File: config.mk
export PLATFORM = sky130hd
export DESIGN_NAME = matrix_stream_ctrl
export DESIGN_NICKNAME = d
export VERILOG_FILES = /design/src/rtl/matrix_stream_ctrl.sv
export SDC_FILE = /design/constraint.sdc
export NUM_CORES = 1
export LEC_CHECK = 0
export CORE_MARGIN = 2
export CORE_UTILIZATION = 47
export DETAILED_ROUTE_END_ITERATION = 8
export GPL_TIMING_DRIVEN = 0
export PLACE_DENSITY_LB_ADDON = 0.12
export REMOVE_ABC_BUFFERS = 1
export SLEW_MARGIN = 20
export SYNTH_ARGS = -nofsm -noshare
export SYNTH_HDL_FRONTEND = slang
export SYNTH_SLANG_ARGS = --single-unit
File: constraint.sdc
create_clock -name clock -period 3.4 [get_ports clock]
set_clock_uncertainty 0.15 [all_clocks]
set_input_delay 0.68 -clock clock [delete_from_list [all_inputs] [get_ports clock]]
set_output_delay 0.68 -clock clock [all_outputs]
set_load 0.03 [all_outputs]
File: src/rtl/matrix_stream_ctrl.sv
// Sequencer for the 2x2 matrix multiplier: loads A and B from a word stream, runs the core, streams C back.
// Optional RUN watchdog enabled by defining MSC_TIMEOUT_EN.
module matrix_stream_ctrl #(
  parameter int DATA_W  = 32,
  parameter int TIMEOUT = 16
) (
  input  logic                clock,
  input  logic                reset,
  input  logic                s_valid,
  input  logic [DATA_W-1:0]   s_data,
  output logic                s_ready,
  output logic                m_valid,
  output logic [DATA_W-1:0]   m_data,
  output logic                m_last,
  input  logic                m_ready,
  output logic                mm_enable,
  output logic [4*DATA_W-1:0] mm_A,
  output logic [4*DATA_W-1:0] mm_B,
  input  logic [4*DATA_W-1:0] mm_C,
  input  logic                mm_done,
  output logic                busy,
  output logic                error
);

  typedef enum logic [1:0] {
    LOAD_A = 2'd0,
    LOAD_B = 2'd1,
    RUN    = 2'd2,
    DRAIN  = 2'd3
  } state_t;

  state_t                r_state;
  logic [1:0]            r_cnt;
  logic [4*DATA_W-1:0]   r_mm_A;
  logic [4*DATA_W-1:0]   r_mm_B;
  logic [4*DATA_W-1:0]   r_C;
  logic                  r_enable;

  logic                  w_s_ready;
  logic                  w_m_valid;
  logic                  w_s_fire;
  logic                  w_m_fire;
  logic                  w_last_word;

`ifdef MSC_TIMEOUT_EN
  logic [4:0]            r_tcnt;
  logic                  r_error;
`endif

  assign w_s_ready   = (r_state == LOAD_A) || (r_state == LOAD_B);
  assign w_m_valid   = (r_state == DRAIN);
  assign w_s_fire    = s_valid && w_s_ready;
  assign w_m_fire    = w_m_valid && m_ready;
  assign w_last_word = (r_cnt == 2'd3);

  always_ff @(posedge clock) begin
    if (reset) begin
      r_state  <= LOAD_A;
      r_cnt    <= 2'd0;
      r_mm_A   <= '0;
      r_mm_B   <= '0;
      r_C      <= '0;
      r_enable <= 1'b0;
`ifdef MSC_TIMEOUT_EN
      r_tcnt   <= 5'd0;
      r_error  <= 1'b0;
`endif
    end else begin
      case (r_state)
        LOAD_A: begin
          if (w_s_fire) begin
            r_mm_A[r_cnt*DATA_W +: DATA_W] <= s_data;
            r_cnt <= r_cnt + 2'd1;
            if (w_last_word) r_state <= LOAD_B;
          end
        end
        LOAD_B: begin
          if (w_s_fire) begin
            r_mm_B[r_cnt*DATA_W +: DATA_W] <= s_data;
            r_cnt <= r_cnt + 2'd1;
            if (w_last_word) begin
              r_state  <= RUN;
              r_enable <= 1'b1;
`ifdef MSC_TIMEOUT_EN
              r_tcnt   <= 5'd0;
`endif
            end
          end
        end
        // Operands stay frozen here; only the first done pulse is honoured.
        RUN: begin
          if (mm_done) begin
            r_C      <= mm_C;
            r_enable <= 1'b0;
            r_state  <= DRAIN;
`ifdef MSC_TIMEOUT_EN
          end else if (r_tcnt == 5'(TIMEOUT - 1)) begin
            r_error  <= 1'b1;
            r_enable <= 1'b0;
            r_state  <= LOAD_A;
          end else begin
            r_tcnt <= r_tcnt + 5'd1;
`endif
          end
        end
        DRAIN: begin
          if (w_m_fire) begin
            r_cnt <= r_cnt + 2'd1;
            if (w_last_word) r_state <= LOAD_A;
          end
        end
        default: r_state <= LOAD_A;
      endcase
    end
  end

  // Result word is selected by the word counter, so it holds while stalled.
  assign s_ready   = w_s_ready;
  assign m_valid   = w_m_valid;
  assign m_data    = r_C[r_cnt*DATA_W +: DATA_W];
  assign m_last    = w_m_valid && w_last_word;
  assign mm_enable = r_enable;
  assign mm_A      = r_mm_A;
  assign mm_B      = r_mm_B;
  assign busy      = (r_state != LOAD_A) || (r_cnt != 2'd0);

`ifdef MSC_TIMEOUT_EN
  assign error = r_error;
`else
  assign error = 1'b0;
`endif

endmodule
==> flow_summary.yaml <==
routing:
  ant_nets: 0
  wl_per_cell_um: 19.60
  vias: 14490
  routed_wl_mm: 51.44
  viasPerCell: 5.521
  drt_iter0_drc: 985
  drc: 0
  drtPass1Iterations: 5
synth:
  ys_types: 30
  ys_seq_area_frac: 0.5183
  synthCells: 1839
  ys.flop_type: "dfxtp_1"
  mappedNetlistArea_um2: 15030
  avgSynthCellArea_um2: 8.171
  yosysWarnings: 0
  ys_ff_latch: 389
  synthArstFlopShare: 0
  synth_edf_count: 0
setup_path:
  start_kind: "flip-flop"
  crit_path_max_incr_delay_ps: 640
  path_class: "flip-flop to output pin"
  cp_slowest_cell: "clkdlybuf4s50_1"
  crit_chain: "buf_16, mux4_2, clkdlybuf4s50_1"
  arrival_ps: 2490
  cp_max_fo: 31
  crit_path_end_kind: "output pin"
  r2r_cells: 8
  cp.required_ps: 2570
cells_and_area:
  final_cell_mix: "nand2_1 (515), clkdlybuf4s50_1 (444), dfxtp_1 (387)"
  drive_gt1_frac: 0.06751
  nNetsFinal: 2370
  fillers: 2635
  layout_commonest_cell: "nand2_1"
  n_antenna_cell: 0
  final_core_util: 0.6778
  syn2layout_area_growth_pct: 42.35
sta:
  finalCriticalPeriod_ps: 3322
  holdWs_ps: 300.8
  rsz0062_at_grt: "no"
  fmax_mhz: 301.0
  hold_violations: 0
  worstMarginPinSlew_ps: 971.8
  maxSlewHeadroom: 0.3521
  setup-violations-final: 0
  maxSlewViolCount: 0
  finalCritPeriodShare: 0.9771
power:
  leakage_nw: 7.110
  ir_worst_vdd_uv: 383.7
  power_mw: 10.72
  power_density_nw_per_um2: 501.3
die:
  ios: 459
  core-area_um2: 31560
  rows: 65
  start_util: 0.4762
  dieArea_um2: 33420
  die_x_um: 182.8
  dieHeight_um: 182.8
min_path:
  hold_path_class: "flip-flop to flip-flop"
  hold_depth: 2
global_route:
  grtUsageTotal: 0.2966
  antenna_found_initial: 1
  grt_pass1_vias: 13640
  overflow: 0
  grt_max_degree: 120
  grt_pass1_wl_mm: 77.79
clock_network:
  path_clk_slew_ps: 60
  clock_sinks: 389
  cts.htree.levels: 2
  tritoncts: "built"
  holdBufCountCts: 0
  cts_buffers: 41
  worstSkewPairLatency_ps: 530
  root_buffer: "clkbuf_16"
  clock_path_buffers: 3
place:
  gp_routability_congestion: 0.8051
  place_hpwl_mm: 34.71
  io_buffers: 457
run_status:
  status: "complete, no violations"
job:
  cap_viol_max_count: 0
registers in the layout (all words and copies together), names as in the netlist:
signal,flops
mm_enable,1
r_cnt,2
r_state,2
mm_A,128
r_C,128
mm_B,128
worst paths after layout:
| check | slack [ps] | endpoint | startpoint |
|---|---|---|---|
| worst min-delay path | 300 | mm_A[25] | mm_A[25] |
| worst max register to register | 530 | mm_A[4] | r_cnt[1] |
| worst min register to register | 300 | mm_A[25] | mm_A[25] |
| worst max-delay path | 80 | m_data[21] | r_cnt[0] |
metal layers:
layer	wire (µm)	vias to the layer above	GRT usage
li1	-	6892	-
met1	19440	6725	0.3495
met2	24340	715	0.4996
met3	4944	152	0.08062
met4	2702	2	0.1488
met5	13	-	0
metrics by stage:
step	instances	TNS [ps]	cell area (µm²)	setup slack (ps)
CTS	2624	0	21370	12.93
global placement	2525	-3204970	19340	-8689
global route	2624	0	21390	1.600
floorplan	1666	-410610	14260	-2944
finish	2624	0	21390	77.82
detailed placement	2555	0	20090	238.9
where the power goes:
part           internal [mW]  switching [mW]
clock network           2.50            1.81
logic                  0.624            1.07
registers               4.65          0.0612
logic make-up after synthesis:
kind of cell / after synthesis / synth area share
and+or+nand+nor: 836 / 0.2405
AOI/OAI and AO/OA: 393 / 0.1325
DFF: 389 / 0.5183
buffers and inverters: 177 / 0.05171
muxes: 34 / 0.04930
adders and majority gates: 9 / 0.007495
other: 1 / 0.0002496
worst max-delay path, delay by kind of cell (launching register included):
family | cells | cell delay (ps)
buffers and inverters | 2 | 920
multiplexers | 1 | 530
flip-flops | 1 | 480
timing repair:
item | CTS | global route
endpoints found under the setup margin | 3 | 9
buffers inserted | 0 | 0
pin swaps | 0 | 0
gates resized for setup | 3 | 9
area by class of cell:
cell class	count	area, µm²	share of cell area
timing repair buffer	487	5255	0.2457
inverter	4	15.01	0.0007020
multi-input combinational	1273	6541	0.3058
clock inverter	7	45.04	0.002106
sequential	389	7792	0.3643
tap	402	503.0	0.02352
clock buffer	62	1237	0.05785
Yosys cell counts, drive strengths merged, types with 2 or more instances:
master	number	area share
dfxtp	389	0.52
mux4	32	0.048
and3	8	0.0037
clkbuf	90	0.022
inv	4	0.0010
mux2i	2	0.0013
nand2	516	0.13
and2	3	0.0012
a21oi	386	0.13
ha	9	0.0075
nand2b	2	0.00083
nor2	2	0.00050
buf	83	0.028
nand3	265	0.088
o21ai	2	0.00067
nor2b	36	0.015
(Power assumes the default switching activity.)
==> edit 1: new RTL, same settings <==
Set the parameter `DATA_W` to 48 (it was 32).
--- a/src/rtl/matrix_stream_ctrl.sv
+++ b/src/rtl/matrix_stream_ctrl.sv
@@ -3,3 +3,3 @@
 module matrix_stream_ctrl #(
-  parameter int DATA_W  = 32,
+  parameter int DATA_W  = 48,
   parameter int TIMEOUT = 16
Interface: changed (5 resized); port bits go from 459 to 683. No check against the original RTL was run, so the function may have changed too.
==> edit 1 against the unedited design <==
Fmax down 0.42%. Critical path depth increased by 2. Synthesized area rose by 52%. Design area rose by 50%. Largest cell class unchanged. Combinational power rose by 72%. Sequential cell count up 192. Core utilization decreased by 0.56 points. Clock power grew 52%. Total power up 55%. Worst setup slack worse by 14 ps. Wire length is 78% higher. Via count rose by 55%. Synthesized cell count up 45%.
==> edit 1: results (changes against the unedited design) <==
.. list-table::
   :header-rows: 1

   * - Metric
     - Value
   * - Status
     - finished, final reports clean
   * - Antenna violations before repair
     - 4 (+3)
   * - Reg-to-reg setup timing slack
     - 60 ps (-470 ps)
   * - Fillcell total
     - 3840 (+46%)
   * - Synthesized area per cell
     - 8.54 sq um (+4.5%)
   * - Worst-margin pin slew
     - 1030 ps (+54.8 ps)
   * - Crit path largest cell delay
     - 740 ps (+100 ps)
   * - Global router's overall resource usage
     - 34.8% (+5.1 points)
   * - Number of buffer cells added on primary ports
     - 681 (+49%)
   * - Placed instance count
     - 3741 (+46%)
   * - Later-pin clock latency in the skew report
     - 620 ps (+90 ps)
   * - Number of cells in the finished layout apart from fillers
     - 3856 (+47%)
   * - WP data arrival
     - 3710 ps (+1220 ps)
   * - Standby leakage power
     - 0.0106 uW (+49%)
   * - Placer Congestion
     - 0.861 (+7.0%)
   * - Count of unique library cells instantiated by Yosys
     - 50 (+67%)
   * - IR Drop Worst-Case VDD
     - 0.376 mV (-1.9%)
   * - Proportion of layout cells with a drive suffix above 1
     - 7.72% (+0.97 points)
   * - Standard cell with the maximum stage delay on the critical path
     - sky130_fd_sc_hd__nand3_1
   * - Final worst hold slack
     - 301 ps (+0.0650 ps)
   * - R2r endpoint
     - mm_A[127]$_SDFFE_PP0P_
   * - Start point of the worst hold path
     - mm_B[25]$_SDFFE_PP0P_
   * - Maximum net fanout on the critical path
     - 34 (+9.7%)
   * - Cell count of the worst reg-to-reg path
     - 5 (-3)
   * - NumNets Final
     - 3448 (+45%)
   * - Via density
     - 5.81 (+5.3%)
   * - Hold-critical path endpoint
     - mm_B[25]$_SDFFE_PP0P_
   * - Largest cells by area after synthesis
     - sky130_fd_sc_hd__dfxtp_1 (51%), sky130_fd_sc_hd__nand2_1 (11%), sky130_fd_sc_hd__a21oi_1 (9.9%)
   * - Final routed wirelength across all metal layers
     - 91500 um (+78%)
## edit 1: worst max-delay path by stage
stage	end	slack, ps	cells after the start
after floorplan	mm_A[100]$_SDFFE_PP0P_	-4120	5
after global placement	mm_A[48]$_SDFFE_PP0P_	-22540	4
after detailed placement	mm_A[49]$_SDFFE_PP0P_	-220	6
after CTS	busy	-5	5
after global routing	mm_A[113]$_SDFFE_PP0P_	2	5
final	mm_A[127]$_SDFFE_PP0P_	60	5
## edit 1: routing by layer
metal | up-vias | track usage, % | wire, um
met1 | 10700 | 40.1 | 33400
met5 | - | 0 | 13
met4 | 2 | 17.9 | 5110
li1 | 10400 | - | -
met3 | 229 | 9.75 | 9020
met2 | 1106 | 59.2 | 44000
## edit 1: final cells by class
| cell class | count | area, sq um | area share (%) |
|---|---|---|---|
| Inverter | 21 | 81.3 | 0.253 |
| Clock buffer | 91 | 1770 | 5.50 |
| Sequential cell | 581 | 11600 | 36.2 |
| Timing Repair Buffer | 722 | 7520 | 23.4 |
| Tap cell | 615 | 769 | 2.39 |
| Clock inverter | 16 | 171 | 0.533 |
| Multi-Input combinational cell | 1807 | 10200 | 31.7 |
| Antenna cell | 3 | 7.51 | 0.0233 |
## edit 1: timing repair
action	4_1_cts	5_1_grt
cloned	0	0
pin swaps	0	2
gates resized for setup	53	3
endpoints found under the setup margin	122	20
setup buffers	3	2
## edit 1: logic make-up (layout without fill, tap and decap cells)
logic type,Yosys count,count (layout),synth area share [%]
adder cells (fa/ha/maj),11,11,0.604
flip-flops,581,581,51.0
multiplexers,66,66,5.62
AND/OR/NAND/NOR,1080,1080,21.5
other,1,4,0.0165
buffers and inverters,282,850,5.02
AO/OA/AOI/OAI,649,649,16.2
## edit 1: stage by stage
| stage | TNS [ps] | setup slack, ps | cell area, sq um | utilization, % |
|---|---|---|---|---|
| 2_1_floorplan | -1668610 | -4120 | 21700 | - |
| 3_3_place_gp | -7330790 | -22540 | 29300 | 61.3 |
| 3_5_place_dp | -6840 | -222 | 30200 | 63.0 |
| 4_1_cts | -5.37 | -4.90 | 32100 | 67.1 |
| 5_1_grt | 0 | 1.81 | 32200 | 67.2 |
| 6_report | 0 | 63.8 | 32200 | 67.2 |
## edit 1: critical path: cells and delay by family, from the launching register on
kind | cells | cell delay (ps)
simple gates | 2 | 1420
flops | 1 | 540
fa+ha+maj | 1 | 480
compound gates | 1 | 390
buf+inv | 1 | 220
## edit 1: power breakdown
part	internal [uW]	leakage [uW]	switching, uW
logic	1060	0.00497	1870
registers	6990	0.00468	124
clock network	3790	0.000959	2750
==> edit 2: new RTL, same flow settings <==
Made on the original files. Make the reset (`reset`) asynchronous in one clocked block.
--- a/src/rtl/matrix_stream_ctrl.sv
+++ b/src/rtl/matrix_stream_ctrl.sv
@@ -55,3 +55,3 @@
 
-  always_ff @(posedge clock) begin
+  always_ff @(posedge clock or posedge reset) begin
     if (reset) begin
Function: not settled (the Yosys comparison gave no result); the edit may change what the design does.
==> edit 2 against the unedited design <==
Sequential cell count did not move. Non-clock buffer count fell by 7. First-iteration DRC count fell by 34%. Design area rose by 5.4%. Via count fell by 19%. Hold slack improved by 21 ps. Wire length fell by 8.1%. Global-route usage fell by 2.7 points. Worst setup slack improved by 9.7 ps. Synthesized area rose by 5.0%. Largest cell class unchanged.
Power is not compared: it rests on default switching activity, and its combinational part moved more than twofold at a synthesized area within 25%.
==> edit 2: results (changes against the unedited design) <==
.. list-table::
   :header-rows: 1

   * - Metric
     - Value
   * - Maximum net fanout on the critical path
     - 15 (-52%)
   * - Placed instance count
     - 2129 (-17%)
   * - Most used DFF post-synth
     - sky130_fd_sc_hd__dfrtp_1
   * - Placer Congestion
     - 0.811 (+0.77%)
   * - Vias in the first global route
     - 12100 (-11%)
   * - Share of cell area taken by muxes after synthesis
     - 13.9% (+9.0 points)
   * - Standard cell with the maximum stage delay on the critical path
     - sky130_fd_sc_hd__dfrtp_4
   * - Met1 capacity usage during global routing
     - 33.8% (-1.2 points)
   * - Wire length of the first global-routing pass
     - 72700 um (-6.6%)
   * - Share of flip-flops with an asynchronous set or reset after synthesis
     - 100% (+100 points)
   * - Largest cells by area after synthesis
     - sky130_fd_sc_hd__dfrtp_1 (62%), sky130_fd_sc_hd__mux2_2 (9.2%), sky130_fd_sc_hd__nand2_1 (7.0%)
   * - Setup WS pre-CTS
     - 245 ps (+6.28 ps)
   * - Number of violations reported at the end of detailed-routing iteration 0
     - 649 (-34%)
   * - Sequential fraction of the synthesis area
     - 61.7% (+9.8 points)
   * - Ranking of synthesized cells by instance count
     - sky130_fd_sc_hd__dfrtp_1 (389), sky130_fd_sc_hd__nand2_1 (293), sky130_fd_sc_hd__mux2_2 (129)
   * - Metal-1 WL
     - 18900 um (-2.6%)
   * - Synthesis warning total
     - 0 (unchanged)
   * - Source of the critical timing path
     - r_cnt[0]$_DFFE_PP0P_
   * - Fraction of the mapped netlist area in compound gates
     - 10.4% (-2.8 points)
   * - Avg WL per Cell
     - 21.4 um (+9.2%)
   * - XOR/XNOR share of the synthesized area
     - 0.0555% (+0.055 points)
   * - Number of cells in the finished layout apart from fillers
     - 2208 (-16%)
   * - Total met3 wirelength after detailed routing
     - 3860 um (-22%)
   * - Status
     - finished, final reports clean
   * - Highest metal layer used by the detailed router
     - met4
   * - Post-DP HPWL
     - 33100 um (-4.7%)
   * - Count of unique library cells instantiated by Yosys
     - 29 (-3.3%)
   * - Maximum number of pins on one net before global-route repair
     - 106 (-12%)
   * - Global router's overall resource usage
     - 27.0% (-2.7 points)
   * - Start point of the worst hold path
     - mm_B[101]$_DFFE_PP0P_
   * - Global Route met3 Usage
     - 7.99% (-0.069 points)
   * - Antenna violations before repair
     - 3 (+2)
   * - Placed cell area
     - 21100 sq um (+5.1%)
   * - Path type of the worst min-delay path
     - reg2reg
   * - Power consumption
     - 23500 uW
   * - Via density
     - 5.29 (-4.2%)
   * - Crit path largest cell delay
     - 600 ps (-40 ps)
   * - NumNets Final
     - 1900 (-20%)
   * - Worst-margin pin slew
     - 837 ps (-134 ps)
   * - Synthesized area per cell
     - 12.1 sq um (+48%)
   * - Drt first pass iters
     - 4 (-1)
   * - Met2 WL post-DR
     - 22600 um (-7.3%)
   * - Met2 capacity usage during global routing
     - 44.2% (-5.7 points)
   * - Adder-Cell Fraction of Synth Area
     - 0.713% (-0.036 points)
   * - Proportion of layout cells with a drive suffix above 1
     - 15.2% (+8.4 points)
==> edit 2: final timing paths <==
path	endpoint	slack [ps]	cells past startpoint
hold / removal	mm_B[101]$_DFFE_PP0P_	320	2
max in group asynchronous	r_C[24]$_DFFE_PP0P_	1160	4
setup / recovery	m_data[23]	90	3
min in group asynchronous	mm_A[97]$_DFFE_PP0P_	510	2
setup reg to reg	mm_B[28]$_DFFE_PP0P_	670	7
hold reg to reg	mm_B[101]$_DFFE_PP0P_	320	2
==> edit 2: repair_timing <==
| action | in CTS | in global routing |
|---|---|---|
| endpoints found under the setup margin | 27 | 5 |
| endpoints found under the hold margin | 0 | 0 |
| buffers inserted | 1 | 0 |
| resized for setup | 27 | 2 |
| cloned | 0 | 1 |
| pin swaps | 1 | 0 |
==> edit 2: layout make-up <==
type	count	area, sq um
fill	2592	10700
sequential	389	9740
inverter	8	37.5
multi-input combinational	806	5740
clock inverter	8	148
clock buffer	66	1260
antenna	3	7.51
timing repair buffer	480	5060
tap	448	561
